**config.mk**
```make
export PLATFORM = sky130hd
export DESIGN_NAME = inert_spi_resp
export DESIGN_NICKNAME = d
export VERILOG_FILES = /design/src/rtl/inert_pkg.sv /design/src/rtl/spi_resp16.sv /design/src/rtl/inert_spi_resp.sv
export SDC_FILE = /design/constraint.sdc
export NUM_CORES = 1
export LEC_CHECK = 0
export CAP_MARGIN = 25
export CELL_PAD_IN_SITES_DETAIL_PLACEMENT = 1
export CELL_PAD_IN_SITES_GLOBAL_PLACEMENT = 1
export CORE_AREA = 2 2 163 165
export DETAILED_ROUTE_END_ITERATION = 12
export DIE_AREA = 0 0 165 167
export PLACE_DENSITY_LB_ADDON = 0.1
export SYNTH_ARGS = -nofsm -noshare
export SYNTH_HDL_FRONTEND = slang
export SYNTH_SLANG_ARGS = --single-unit
```
**constraint.sdc**
```tcl
create_clock -name clk -period 2.4 [get_ports clk]
set_input_delay 0.6 -clock clk [delete_from_list [all_inputs] [get_ports clk]]
set_output_delay 0.6 -clock clk [all_outputs]
set_load 0.03 [all_outputs]
```
**src/rtl/inert_pkg.sv**
```systemverilog
// Shared definitions for the inertial-sensor SPI responder:
// register map, frame bundle and responder FSM states.
package inert_pkg;

  localparam logic [6:0] INT1_CTRL = 7'h0D;
  localparam logic [6:0] WHO_AM_I  = 7'h0F;
  localparam logic [6:0] CTRL1_XL  = 7'h10;
  localparam logic [6:0] CTRL2_G   = 7'h11;
  localparam logic [6:0] OUTX_L_G  = 7'h22;
  localparam logic [6:0] OUTX_H_G  = 7'h23;
  localparam logic [6:0] OUTY_L_G  = 7'h24;
  localparam logic [6:0] OUTY_H_G  = 7'h25;
  localparam logic [6:0] OUTZ_L_G  = 7'h26;
  localparam logic [6:0] OUTZ_H_G  = 7'h27;
  localparam logic [6:0] OUTX_L_XL = 7'h28;
  localparam logic [6:0] OUTX_H_XL = 7'h29;
  localparam logic [6:0] OUTY_L_XL = 7'h2A;
  localparam logic [6:0] OUTY_H_XL = 7'h2B;
  localparam logic [6:0] OUTZ_L_XL = 7'h2C;
  localparam logic [6:0] OUTZ_H_XL = 7'h2D;

  typedef enum logic [1:0] {
    S_IDLE,
    S_SHIFT,
    S_COMMIT
  } state_e;

  typedef struct packed {
    logic       rnw;
    logic [6:0] addr;
    logic [7:0] wdata;
  } frm_t;

endpackage

```
**src/rtl/spi_resp16.sv**
```systemverilog
// 16-bit SPI responder shifter: synchronizers, SCLK edge
// detect, bit counter and rx/tx shift registers.
module spi_resp16
  import inert_pkg::*;
(
  input  logic       clk,
  input  logic       rst_n,
  input  logic       ss_n_i,
  input  logic       sclk_i,
  input  logic       mosi_i,
  input  logic [7:0] rdata_i,
  output logic       miso_o,
  output frm_t       frm_o,
  output logic       start_o,
  output logic       stop_o,
  output logic       ok_o
);

  logic [1:0]  ss_q;
  logic        ss_p_q;
  logic [2:0]  sc_q;
  logic [1:0]  mo_q;
  logic        act_q;
  logic        first_q;
  logic        ld_q;
  logic [4:0]  cnt_q;
  logic [15:0] rx_q;
  logic [15:0] tx_q;
  logic [7:0]  cmd_q;

  logic ss_s;
  logic rise;
  logic fall;
  logic start;
  logic stop;

  assign ss_s  = ss_q[1];
  assign rise  = act_q & sc_q[1] & ~sc_q[2];
  assign fall  = act_q & ~sc_q[1] & sc_q[2];
  // Synced SS_n resets low so a frame already in flight
  // at reset release never looks like a fresh fall.
  assign start = ss_p_q & ~ss_s;
  assign stop  = act_q & ss_s;

  always_ff @(posedge clk or negedge rst_n) begin
    if (!rst_n) begin
      ss_q    <= 2'b00;
      ss_p_q  <= 1'b0;
      sc_q    <= 3'b111;
      mo_q    <= 2'b00;
      act_q   <= 1'b0;
      first_q <= 1'b0;
      ld_q    <= 1'b0;
      cnt_q   <= 5'd0;
      rx_q    <= 16'h0000;
      tx_q    <= 16'h0000;
      cmd_q   <= 8'h00;
    end else begin
      ss_q   <= {ss_q[0], ss_n_i};
      ss_p_q <= ss_s;
      sc_q   <= {sc_q[1:0], sclk_i};
      mo_q   <= {mo_q[0], mosi_i};
      ld_q   <= rise && (cnt_q == 5'd7);
      if (start) begin
        act_q   <= 1'b1;
        first_q <= 1'b1;
        cnt_q   <= 5'd0;
        tx_q    <= 16'h0000;
      end else if (stop) begin
        act_q <= 1'b0;
        tx_q  <= 16'h0000;
      end else begin
        if (rise) begin
          rx_q <= {rx_q[14:0], mo_q[1]};
          if (cnt_q != 5'd17) cnt_q <= cnt_q + 5'd1;
          if (cnt_q == 5'd7) cmd_q <= {rx_q[6:0], mo_q[1]};
        end
        if (fall) first_q <= 1'b0;
        // Pre-shifted by one: the 9th falling edge exposes bit 7.
        if (ld_q) begin
          tx_q <= {1'b0, (cmd_q[7] ? rdata_i : 8'h00), 7'h00};
        end else if (fall && !first_q) begin
          tx_q <= {tx_q[14:0], 1'b0};
        end
      end
    end
  end

  assign miso_o  = tx_q[15] & act_q & ~ss_s;
  assign frm_o   = '{rnw: cmd_q[7], addr: cmd_q[6:0], wdata: rx_q[7:0]};
  assign start_o = start;
  assign stop_o  = stop;
  assign ok_o    = stop && (cnt_q == 5'd16);

endmodule

```
**src/rtl/inert_spi_resp.sv**
```systemverilog
// Inertial-sensor SPI responder: register file, sample
// latch with pending buffer, and new-sample interrupt.
module inert_spi_resp
  import inert_pkg::*;
#(
  parameter logic [7:0] WHO_AM_I_VAL = 8'h6A,
  parameter logic [6:0] INT_CLR_ADDR = 7'h2D
) (
  input  logic        clk,
  input  logic        rst_n,
  input  logic        SS_n,
  input  logic        SCLK,
  input  logic        MOSI,
  output logic        MISO,
  output logic        INT,
  input  logic        smpl,
  input  logic [15:0] ptch_rt,
  input  logic [15:0] roll_rt,
  input  logic [15:0] yaw_rt,
  input  logic [15:0] ax,
  input  logic [15:0] ay,
  input  logic [15:0] az
);

  frm_t        frm;
  logic [7:0]  rdata;
  logic        start;
  logic        stop;
  logic        ok;

  state_e      state_q;
  logic [7:0]  int1_q;
  logic [7:0]  xl_q;
  logic [7:0]  g_q;
  logic        int_q;
  logic        int_d;
  logic [15:0] data_q [6];
  logic [15:0] pend_q [6];
  logic        pend_v_q;
  logic [15:0] smp_w [6];

  logic in_frm;
  logic commit;
  logic wr_en;
  logic clr;
  logic direct;
  logic drain;
  logic xfer;

  spi_resp16 u_spi (
    .clk     (clk),
    .rst_n   (rst_n),
    .ss_n_i  (SS_n),
    .sclk_i  (SCLK),
    .mosi_i  (MOSI),
    .rdata_i (rdata),
    .miso_o  (MISO),
    .frm_o   (frm),
    .start_o (start),
    .stop_o  (stop),
    .ok_o    (ok)
  );

  assign smp_w[0] = ptch_rt;
  assign smp_w[1] = roll_rt;
  assign smp_w[2] = yaw_rt;
  assign smp_w[3] = ax;
  assign smp_w[4] = ay;
  assign smp_w[5] = az;

  assign in_frm = (state_q == S_SHIFT);
  assign commit = (state_q == S_COMMIT);
  assign wr_en  = commit & ~frm.rnw;
  assign clr    = commit & frm.rnw & (frm.addr == INT_CLR_ADDR);
  assign direct = smpl & ~in_frm;
  assign drain  = pend_v_q & ~in_frm;
  assign xfer   = direct | drain;
  // A sample landing in the clearing cycle keeps INT set.
  assign int_d  = (xfer & int1_q[1]) | (int_q & ~clr);

  always_comb begin
    rdata = 8'h00;
    unique case (frm.addr)
      WHO_AM_I:  rdata = WHO_AM_I_VAL;
      INT1_CTRL: rdata = int1_q;
      CTRL1_XL:  rdata = xl_q;
      CTRL2_G:   rdata = g_q;
      OUTX_L_G:  rdata = data_q[0][7:0];
      OUTX_H_G:  rdata = data_q[0][15:8];
      OUTY_L_G:  rdata = data_q[1][7:0];
      OUTY_H_G:  rdata = data_q[1][15:8];
      OUTZ_L_G:  rdata = data_q[2][7:0];
      OUTZ_H_G:  rdata = data_q[2][15:8];
      OUTX_L_XL: rdata = data_q[3][7:0];
      OUTX_H_XL: rdata = data_q[3][15:8];
      OUTY_L_XL: rdata = data_q[4][7:0];
      OUTY_H_XL: rdata = data_q[4][15:8];
      OUTZ_L_XL: rdata = data_q[5][7:0];
      OUTZ_H_XL: rdata = data_q[5][15:8];
      default:   rdata = 8'h00;
    endcase
  end

  always_ff @(posedge clk or negedge rst_n) begin
    if (!rst_n) begin
      state_q  <= S_IDLE;
      int1_q   <= 8'h00;
      xl_q     <= 8'h00;
      g_q      <= 8'h00;
      int_q    <= 1'b0;
      pend_v_q <= 1'b0;
      for (int i = 0; i < 6; i++) begin
        data_q[i] <= 16'h0000;
        pend_q[i] <= 16'h0000;
      end
    end else begin
      int_q <= int_d;
      case (state_q)
        S_IDLE:   if (start) state_q <= S_SHIFT;
        S_SHIFT:  if (stop) state_q <= ok ? S_COMMIT : S_IDLE;
        S_COMMIT: state_q <= S_IDLE;
        default:  state_q <= S_IDLE;
      endcase
      if (wr_en) begin
        unique case (frm.addr)
          INT1_CTRL: int1_q <= frm.wdata;
          CTRL1_XL:  xl_q   <= frm.wdata;
          CTRL2_G:   g_q    <= frm.wdata;
          default:   ;
        endcase
      end
      for (int i = 0; i < 6; i++) begin
        if (direct) data_q[i] <= smp_w[i];
        else if (drain) data_q[i] <= pend_q[i];
        if (smpl && in_frm) pend_q[i] <= smp_w[i];
      end
      if (smpl && in_frm) pend_v_q <= 1'b1;
      else if (xfer) pend_v_q <= 1'b0;
    end
  end

  assign INT = int_q;

endmodule

```
## After elaboration in Yosys (flattened, before gate mapping)

Index checks and enable logic that the tools add are counted.

| word-level totals | value |
|---|---|
| input bits | 102 |
| word-level logic and storage cells | 133 |
| output and inout port bits | 2 |
| register bits | 268 |

| cells by class | value |
|---|---|
| reductions and logical operators | 21 |
| mux-type cells | 33 |
| add/subtract/negate cells | 1 |
| equal/unequal tests | 24 |
| bitwise gates (word level) | 25 |

Operator list:

| cell | number |
|---|---|
| 16-bit two-way mux | 16 |
| 8-bit one-hot mux with 16 select lines | 1 |
| 7-bit by 6-bit == test with 1-bit output (second input constant) | 12 |
| 5-bit two-way mux | 4 |
| 1-bit AND | 15 |
| 7-bit by 4-bit == test with 1-bit output (second input constant) | 2 |
| 7-bit by 5-bit == test with 1-bit output (second input constant) | 2 |
| 2-bit nonzero test | 6 |
| 2-bit AND reduction | 5 |
| 8-bit two-way mux | 1 |
| 1-bit inverter | 8 |
| 1-bit two-way mux | 7 |
| 2-bit two-way mux | 3 |
| 3-bit AND reduction | 2 |
| 5-bit by 1-bit adder with 5-bit output (second input constant) | 1 |
| 5-bit by 3-bit == test with 1-bit output (second input constant) | 1 |
| 5-bit == test (second input constant) | 1 |
| 5-bit != test (second input constant) | 1 |
| 1-bit logical AND | 4 |
| 2-bit != test (second input constant) | 2 |
| 2-bit one-hot mux with 2 select lines | 1 |
| 4-bit AND reduction | 1 |
| 4-bit nonzero test | 1 |
| 2-bit by 1-bit == test with 1-bit output (second input constant) | 1 |
| other kinds (5) | 6 |

## Longest topological paths before layout

Gate-level depths: netlist of run 1.

| depth | value |
|---|---|
| depth in word-level cells | 8 |
| mapped depth | 8 |
| mapped depth without buffers | 6 |

## By module

A second synthesis of run 1 with hierarchy kept.

| unflattened totals | value |
|---|---|
| cell total of the unflattened synthesis | 1,021 |
| area, all modules | 11,619.9 um2 |

Modules (own cells, without submodules):

| module | cells each | times used | area an instance (um2) | seq. area each (um2) |
|---|---|---|---|---|
| inert_spi_resp | 880 | 1 | 9,865.7 | 5,505.3 |
| spi_resp16 | 141 | 1 | 1,754.2 | 1,029.7 |

## Least setup slack after synthesis of run 1

OpenSTA, ideal clock, no wires.

| timing path | value |
|---|---|
| path kind | reg2reg |
| start point | reg u_spi.cmd_q[3] |
| end point | reg xl_q[0] |
| cell stages (with the launch flop) | 6 |
| arrival | 2.013 ns |
| required time | 2.275 ns |
| path buffers | 1 |
| slack | 0.262 ns |
| path through | dfrtp_1 > buf_6 > or4b_4 > or4_4 > nor2_8 > mux2_2 |

| on the way | value |
|---|---|
| word-level cells in the longest chain between the ends | 2 |

Ends and longest elaborated chain:

| what | line | text |
|---|---|---|
| from (decl) | spi_resp16.sv:29 | `logic [7:0] cmd_q;` |
| from (signal assigned) | spi_resp16.sv:76 | `if (cnt_q == 5'd7) cmd_q <= {rx_q[6:0], mo_q[1]};` |
| 7-bit by 5-bit == test with 1-bit output | inert_spi_resp.sv:125 | `unique case (frm.addr)` |
| 2-bit AND reduction (no source line) | - |  |
| to (signal assigned) | inert_spi_resp.sv:127 | `CTRL1_XL: xl_q <= frm.wdata;` |
| to (decl) | inert_spi_resp.sv:33 | `logic [7:0] xl_q;` |

Every way passes these cells.
A chain may end at the register's enable or synchronous reset.

## Worst setup path in the final report of run 1

| timing path | value |
|---|---|
| start point | reg u_spi.act_q |
| end point | out MISO |

| on the way | value |
|---|---|
| word-level cells in the longest chain between the ends | 2 |

Ends and longest elaborated chain:

| what | line | text |
|---|---|---|
| from (decl) | spi_resp16.sv:23 | `logic act_q;` |
| from (signal assigned) | spi_resp16.sv:51 | `act_q <= 1'b0;` |
| from (signal assigned) | spi_resp16.sv:65 | `act_q <= 1'b1;` |
| from (signal assigned) | spi_resp16.sv:70 | `act_q <= 1'b0;` |
| 1-bit AND (2 in a row) | spi_resp16.sv:89 | `assign miso_o = tx_q[15] & act_q & ~ss_s;` |
| to (decl) | inert_spi_resp.sv:14 | `output logic MISO,` |

Every way passes these cells.

==> results of run 1 <==
synthesized netlist by cell type, types with 5 or more instances:
library cell	instances
nand2_1	116
nand3_1	8
nand3b_1	9
a22oi_1	20
nor4_1	7
buf_1	9
buf_2	7
a31oi_1	5
inv_1	8
nor2b_1	9
mux2i_1	21
o22ai_1	106
o211ai_1	6
dfrtp_1	258
nand2b_1	7
nor2_1	20
a21oi_1	7
o21ai_0	102
mux2_2	137
clkbuf_1	59
nand4_1	13
repair_timing:
action	4_1_cts	5_1_grt
setup endpoints to repair	1	0
endpoints found under the hold margin	0	0
gates resized for setup	1	0
flip-flops by register name, summed over array words and instances, names as in the netlist:
register and flops:
u_spi.act_q 1, state_q 2, u_spi.cnt_q 5, INT 1, u_spi.sc_q 3, g_q 8
u_spi.ss_p_q 1, u_spi.rx_q 8, pend_q 96, u_spi.ld_q 1, pend_v_q 1, u_spi.cmd_q 8
u_spi.mo_q 2, xl_q 8, data_q 96, u_spi.first_q 1, int1_q 8, u_spi.tx_q 9
u_spi.ss_q 2
stage by stage:
stage,cells,instance area (sq um),util,hold WS [ns],setup WS [ns]
2_1_floorplan,1022,11660,-,0.3044,0.2619
3_3_place_gp,1447,13520,0.5248,0.3350,0.2457
3_5_place_dp,1447,13520,0.5248,0.3362,0.2293
4_1_cts,1498,14500,0.5626,0.07041,0.1001
5_1_grt,1498,14500,0.5626,0.07875,0.04930
6_report,1498,14500,0.5626,0.02722,0.1323
area by class of cell:
type,instances,share of cell area
sequential,261,0.4508
multi-input combinational,676,0.3328
timing repair buffer,166,0.1178
clock buffer,41,0.05870
tap,335,0.02892
clock inverter,10,0.008632
inverter,9,0.002331
power by group:
part | total, mW | switching, mW | leakage (nW) | internal, mW
Clock | 4.54 | 1.78 | 0.489 | 2.76
Sequential | 5.83 | 0.583 | 3.25 | 5.25
Combinational | 1.78 | 0.896 | 2.31 | 0.885
Total | 12.2 | 3.26 | 6.06 | 8.90
kinds of logic (layout without fill, tap and decap cells):
| group | after synthesis | after routing |
|---|---|---|
| buffers and inverters | 85 | 226 |
| AOI/OAI and AO/OA | 275 | 275 |
| adders and majority gates | 3 | 3 |
| muxes | 160 | 160 |
| DFF | 261 | 261 |
| xor gates and xnor gates | 4 | 4 |
| and+or+nand+nor | 234 | 234 |
worst reg2reg max path: cells and delay by family, from the launching register on:
family | cells | cell delay (ns)
and+or+nand+nor | 3 | 0.59
DFF | 1 | 0.46
muxes | 1 | 0.46
buffers and inverters | 2 | 0.45
AOI/OAI and AO/OA | 1 | 0.19
cell usage in the layout, fill, tap and decap left out, types with 9 or more instances in the layout:
cell type        count
a22oi_1             20
buf_12              16
buf_4               47
clkbuf_16           29
clkdlybuf4s50_1    101
dfrtp_1            258
mux2_2             137
mux2i_1             21
nand2_1            115
nand3b_1             9
nand4_1             13
nor2_1              19
nor2b_1              9
o21ai_0            101
o22ai_1            106
metal layers:
metal	vias to the layer above	track usage	part of all wire
li1	4028	-	-
met1	4453	0.3507	0.45
met2	183	0.4049	0.48
met3	56	0.03362	0.038
met4	0	0.06767	0.030
met5	-	0	0
final timing paths:
kind | start | end | cells after the start
min in group clk | u_spi.ss_q[0] | u_spi.ss_q[1] | 0
setup / recovery | u_spi.act_q | MISO | 2
setup reg to reg | u_spi.cmd_q[5] | u_spi.tx_q[7] | 7
hold reg to reg | u_spi.ss_q[0] | u_spi.ss_q[1] | 0
hold / removal | rst_n | pend_q[1] | 1
max in group asynchronous | rst_n | pend_q[48] | 2
==> results.md, run 1 <==
* Status: complete, no violations
* Seq/Total Area, Yosys at 0.5604
* Worst path max stage delay at 0.49 ns
* Clk_lat worst skew at 0.55 ns
* Top cell type's share of synthesized area at 0.5536
* Sequential cell area at 6535 sq um
* GPL Wtd Cong at 0.9080
* Total track usage at 0.2490
* Antenna diodes at 0
* Die Span X at 165 um
* R2r setup slk at 0.17 ns
* Peak Freq at 441.0 MHz
* Post-synth ARST share at 1.000
* Drt pass-1 iters at 6
* Worst slew margin at 0.5404
* Htree depth at 1
* Mux contribution to synthesized area at 0.1532
* Clock root buffer: clkbuf_16
* Largest family of logic cells by synthesized area: multiplexers
* # clock sinks at 261
* Final antenna-violating net count at 0
* Clock-pin slew of the registers on the worst-case setup and hold paths at 0.06 ns
* Area Growth Syn to Fin at 24.30%
* Footprint of the multi-input gates at 4823 sq um
* Vias in the first global route at 9241
* Worst Path Arrival at 1.67 ns
* DR vias at 8720
* Critical Setup Path Class: register to output pin
* Total power at 12.16 mW
* Yosys reg bits at 261
* Setup repair after global routing missed its margin: no
* Final period utilization at 0.9449
* Top Family by Delay on Critical Path: flip-flops
* Setup Skew at 0.008801 ns
* Synth Cell Area at 11660 sq um
* Final setup viols at 0
* Slowest-stage cell, CP: dfrtp_1
* Min-delay worst type: primary input to asynchronous set/reset pin
* I/O pin total at 104
* Overall routed net length at 33550 um
* Final hold viol count at 0
* Die area at 27560 sq um
* Initial core utilization at 0.4526
* Synth unique cells at 73
* Drt drc at 0
* Power density cells at 838.6 nW/um^2
* Worst Path Required at 1.80 ns
* Hold_buf cts at 0
* IO Port Bufs at 103
* Worst Tran Pin Value at 0.6894 ns
* Min Tclk post-route at 2.268 ns
* Adder-cell share of the synthesized area at 0.003219
* Initial antenna violation count at 0
* Post-synth top flop: dfrtp_1
* Yosys warning total at 0
* Syn Inst Count at 1022
* MaxCap Viol Count at 0
* Die height at 167 um
* Iter 0 DRT Violations at 604
* Synth Area in Simple Gates at 0.1068
* First-pass GRT wire length at 53300 um
* Max FO, Critical Path at 10
* Setup crit end kind: output pin
* Post-synth EDFFs at 0
* # nets final at 1248
* Static Leak at 6.056 nW
* Cell taking the most area after synthesis: dfrtp_1
* CTS max path bufs at 3
* CP Launch Type: register
* Xor/xnor share of the synthesized area at 0.003004
* CP Cell Sequence: and3b_1 > dlygate4sd2_1
* FILL cells at 2679
* Max Slew Vio Count at 0
* Core area at 25760 sq um
* Worst path buffer plus inverter count at 1
* Post-Syn Nets at 1127
* Setup Total Neg Slack at 0 ns
* TritonCTS clock tree: done
* Via/cell ratio at 5.821
* Compound-Gate Fraction of Synth Area at 0.1446
* DR WL/cell at 22.40 um
* Layout cell share with drive strength beyond 1 at 0.2322
* Maximum number of pins on one net before global-route repair at 76
* Synth Area per Inst at 11.41 sq um
* HPWL Detailed at 24080 um
* Top cells by area, synth: dfrtp_1 (55%), mux2_2 (13%), o22ai_1 (5.7%)
* Peak VDD IR at 0.6522 mV
* Post-CTS Setup Bufs at 0
* Core Rows at 59
* Number of CTS-inserted buffers at 29
* Remaining Overflow, GRT at 0
(Power assumes the default switching activity.)
==> inputs of run 2 (changes only) <==
Settings changed: ABC_AREA set to 1, CORE_AREA 2 2 163 165 to 2 2 169 171, DIE_AREA 0 0 165 167 to 0 0 171 173.
==> results.md, run 2 <==
* Status: complete, no violations
* Total track usage at 0.2535
* # nets final at 1559
* Worst path max stage delay at 0.68 ns
* Clk_lat worst skew at 0.55 ns
* Number of CTS-inserted buffers at 29
* HPWL Detailed at 24410 um
* Count leader, synth: dfrtp_1
* Stages on worst setup path at 1
* Setup repair after global routing missed its margin: no
* Setup Skew at 0.01904 ns
* Clock-pin slew of the registers on the worst-case setup and hold paths at 0.06 ns
* MaxCap Viol Count at 0
* Initial antenna violation count at 0
* Synth Cell Area at 12350 sq um
* Top cell type's share of synthesized area at 0.5228
* Post-synth EDFFs at 0
* Cell taking the most area after synthesis: dfrtp_1
* Power density cells at 961.8 nW/um^2
* Routed wl met2 at 17650 um
* Top cells by area, synth: dfrtp_1 (52%), mux2_2 (8.8%), nand2_1 (6.7%)
* WL met3 at 1209 um
* TritonCTS clock tree: done
* Post-Syn Nets at 1478
* Via/cell ratio at 5.443
* Critical Setup Path Class: register to output pin
* Core Rows at 61
* Seq/Total Area, Yosys at 0.5292
* Top Family by Delay on Critical Path: buffers and inverters
* Worst hold start: u_spi.sc_q[0]
* Total power at 14.18 mW
* DR vias at 10080
* Min-delay worst type: register to register
* Area Growth Syn to Fin at 19.35%
* Static Leak at 6.665 nW
* Final antenna-violating net count at 0
* R2r worst-path depth at 14
* Synth Area per Inst at 8.994 sq um
* Top Layer Used: met4
* R2R Path End: u_spi.tx_q[11]
* Placed Instance Area at 13810 sq um
* Peak Freq at 458.3 MHz
* # clock sinks at 261
* CP startpoint: INT
* Worst Path Arrival at 1.58 ns
* Worst path buffer plus inverter count at 1
* FILL cells at 3205
* Post-synth top flop: dfrtp_1
* Final setup viols at 0
* Initial core utilization at 0.4470
* Yosys warning total at 0
* Die Span X at 171 um
* Syn Inst Count at 1373
* Maximum number of pins on one net before global-route repair at 150
* Slowest-stage cell, CP: clkdlybuf4s50_1
* Worst slew margin at 0.3521
* Core area at 27630 sq um
* Final period utilization at 0.9091
* Drt pass-1 iters at 5
* Max FO, Critical Path at 2
* Most frequent cells in the layout: dfrtp_1 (258), nand2_1 (218), inv_1 (175)
* CTS max path bufs at 3
* I/O pin total at 104
* DR WL/cell at 19.81 um
* Most common cell after layout, fill and taps aside: dfrtp_1
* CP Cell Sequence: clkdlybuf4s50_1
* Yosys reg bits at 261
* Worst Tran Pin Value at 0.9718 ns
* Die height at 173 um
* Setup Total Neg Slack at 0 ns
* Layout cell share with drive strength beyond 1 at 0.1378
* Util after Layout at 0.5335
* Max Slew Vio Count at 0
* First-pass GRT wire length at 59280 um
* Htree depth at 1
* Post-synth ARST share at 1.000
* Overall routed net length at 36680 um
* Peak VDD IR at 0.5861 mV
* Metal-1 WL at 17130 um
* Drt drc at 0
* IO Port Bufs at 103
* Setup crit end kind: output pin
* Vias in the first global route at 10710
* Worst Path Required at 1.80 ns
* Remaining Overflow, GRT at 0
* Antenna diodes at 0
* Iter 0 DRT Violations at 751
* Die area at 29580 sq um
* Min Tclk post-route at 2.182 ns
* Worst r2r src: u_spi.cmd_q[6]
* Final hold viol count at 0
* R2r setup slk at 0.31 ns
* Clock root buffer: clkbuf_16
* Critical path capture point: INT
* GPL Wtd Cong at 0.8788
* Top Registers: data_q: 96 flops, pend_q: 96 flops, u_spi.tx_q: 9 flops
* Final Instance Area at 14740 sq um
* Top cells by count, synth: dfrtp_1 (258), nand2_1 (219), inv_1 (175), o21ai_0 (123), nand3_1 (115)
* CP Launch Type: register
* Synth unique cells at 34
-- run 2: per-layer routing --
layer,vias to the layer above,track usage
met1,5101,0.3591
met3,45,0.02998
met5,-,0
met2,168,0.4187
li1,4761,-
met4,0,0.05508
-- run 2: area by class of cell --
cell class	instances	area [sq um]	area share
inverters	182	683.2	0.04635
flip-flops and latches	261	6535	0.4434
clock buffers	45	895.9	0.06078
well taps	378	473.0	0.03209
repair buffers	128	1323	0.08973
multi-input cells	852	4801	0.3257
clock inverters	5	28.78	0.001952
-- run 2: worst min-delay path by stage --
stage / to / slack, ns / cells after the start
floorplan: INT / 0.30 / 0
global placement: u_spi.sc_q[1] / 0.36 / 0
detailed placement: u_spi.sc_q[1] / 0.35 / 0
CTS: u_spi.sc_q[1] / 0.36 / 0
global route: u_spi.sc_q[1] / 0.36 / 0
finish: u_spi.sc_q[1] / 0.35 / 0
-- run 2: power breakdown --
part | internal [mW] | switching (mW)
clock network | 2.54 | 1.80
registers | 5.83 | 0.870
logic | 1.48 | 1.66
total | 9.85 | 4.33
-- run 2: cell families (layout without fill, tap and decap cells) --
group / after synthesis / count (layout) / share of synthesized area
AND/OR/NAND/NOR: 411 / 411 / 0.1466
buffers and inverters: 260 / 360 / 0.08389
adder cells (fa/ha/maj): 3 / 3 / 0.003040
flip-flops: 261 / 261 / 0.5292
XOR/XNOR: 2 / 2 / 0.001419
AO/OA/AOI/OAI: 340 / 340 / 0.1483
multiplexers: 96 / 96 / 0.08754
-- run 2: per-stage QoR --
stage / hold WS (ns) / cells / worst slack, ns
after floorplan: 0.3044 / 1373 / 0.6336
after global placement: 0.3559 / 1800 / 0.3153
after detailed placement: 0.3469 / 1800 / 0.3501
after CTS: 0.3553 / 1851 / 0.1985
after global routing: 0.3607 / 1851 / 0.09308
final: 0.3543 / 1851 / 0.2182
-- run 2: timing repair --
action                                 in CTS  in global routing
hold buffers                                1                  0
endpoints found under the hold margin      25                  0
gates resized for setup                     1                  0
buffers inserted                            0                  0
setup endpoints to repair                   1                  0
==> inputs of run 3 (changes only) <==
Settings changed: CAP_MARGIN 25 to unset.
==> results of run 3 <==
Final layout, timing and power as in run 2 (identical DEF).
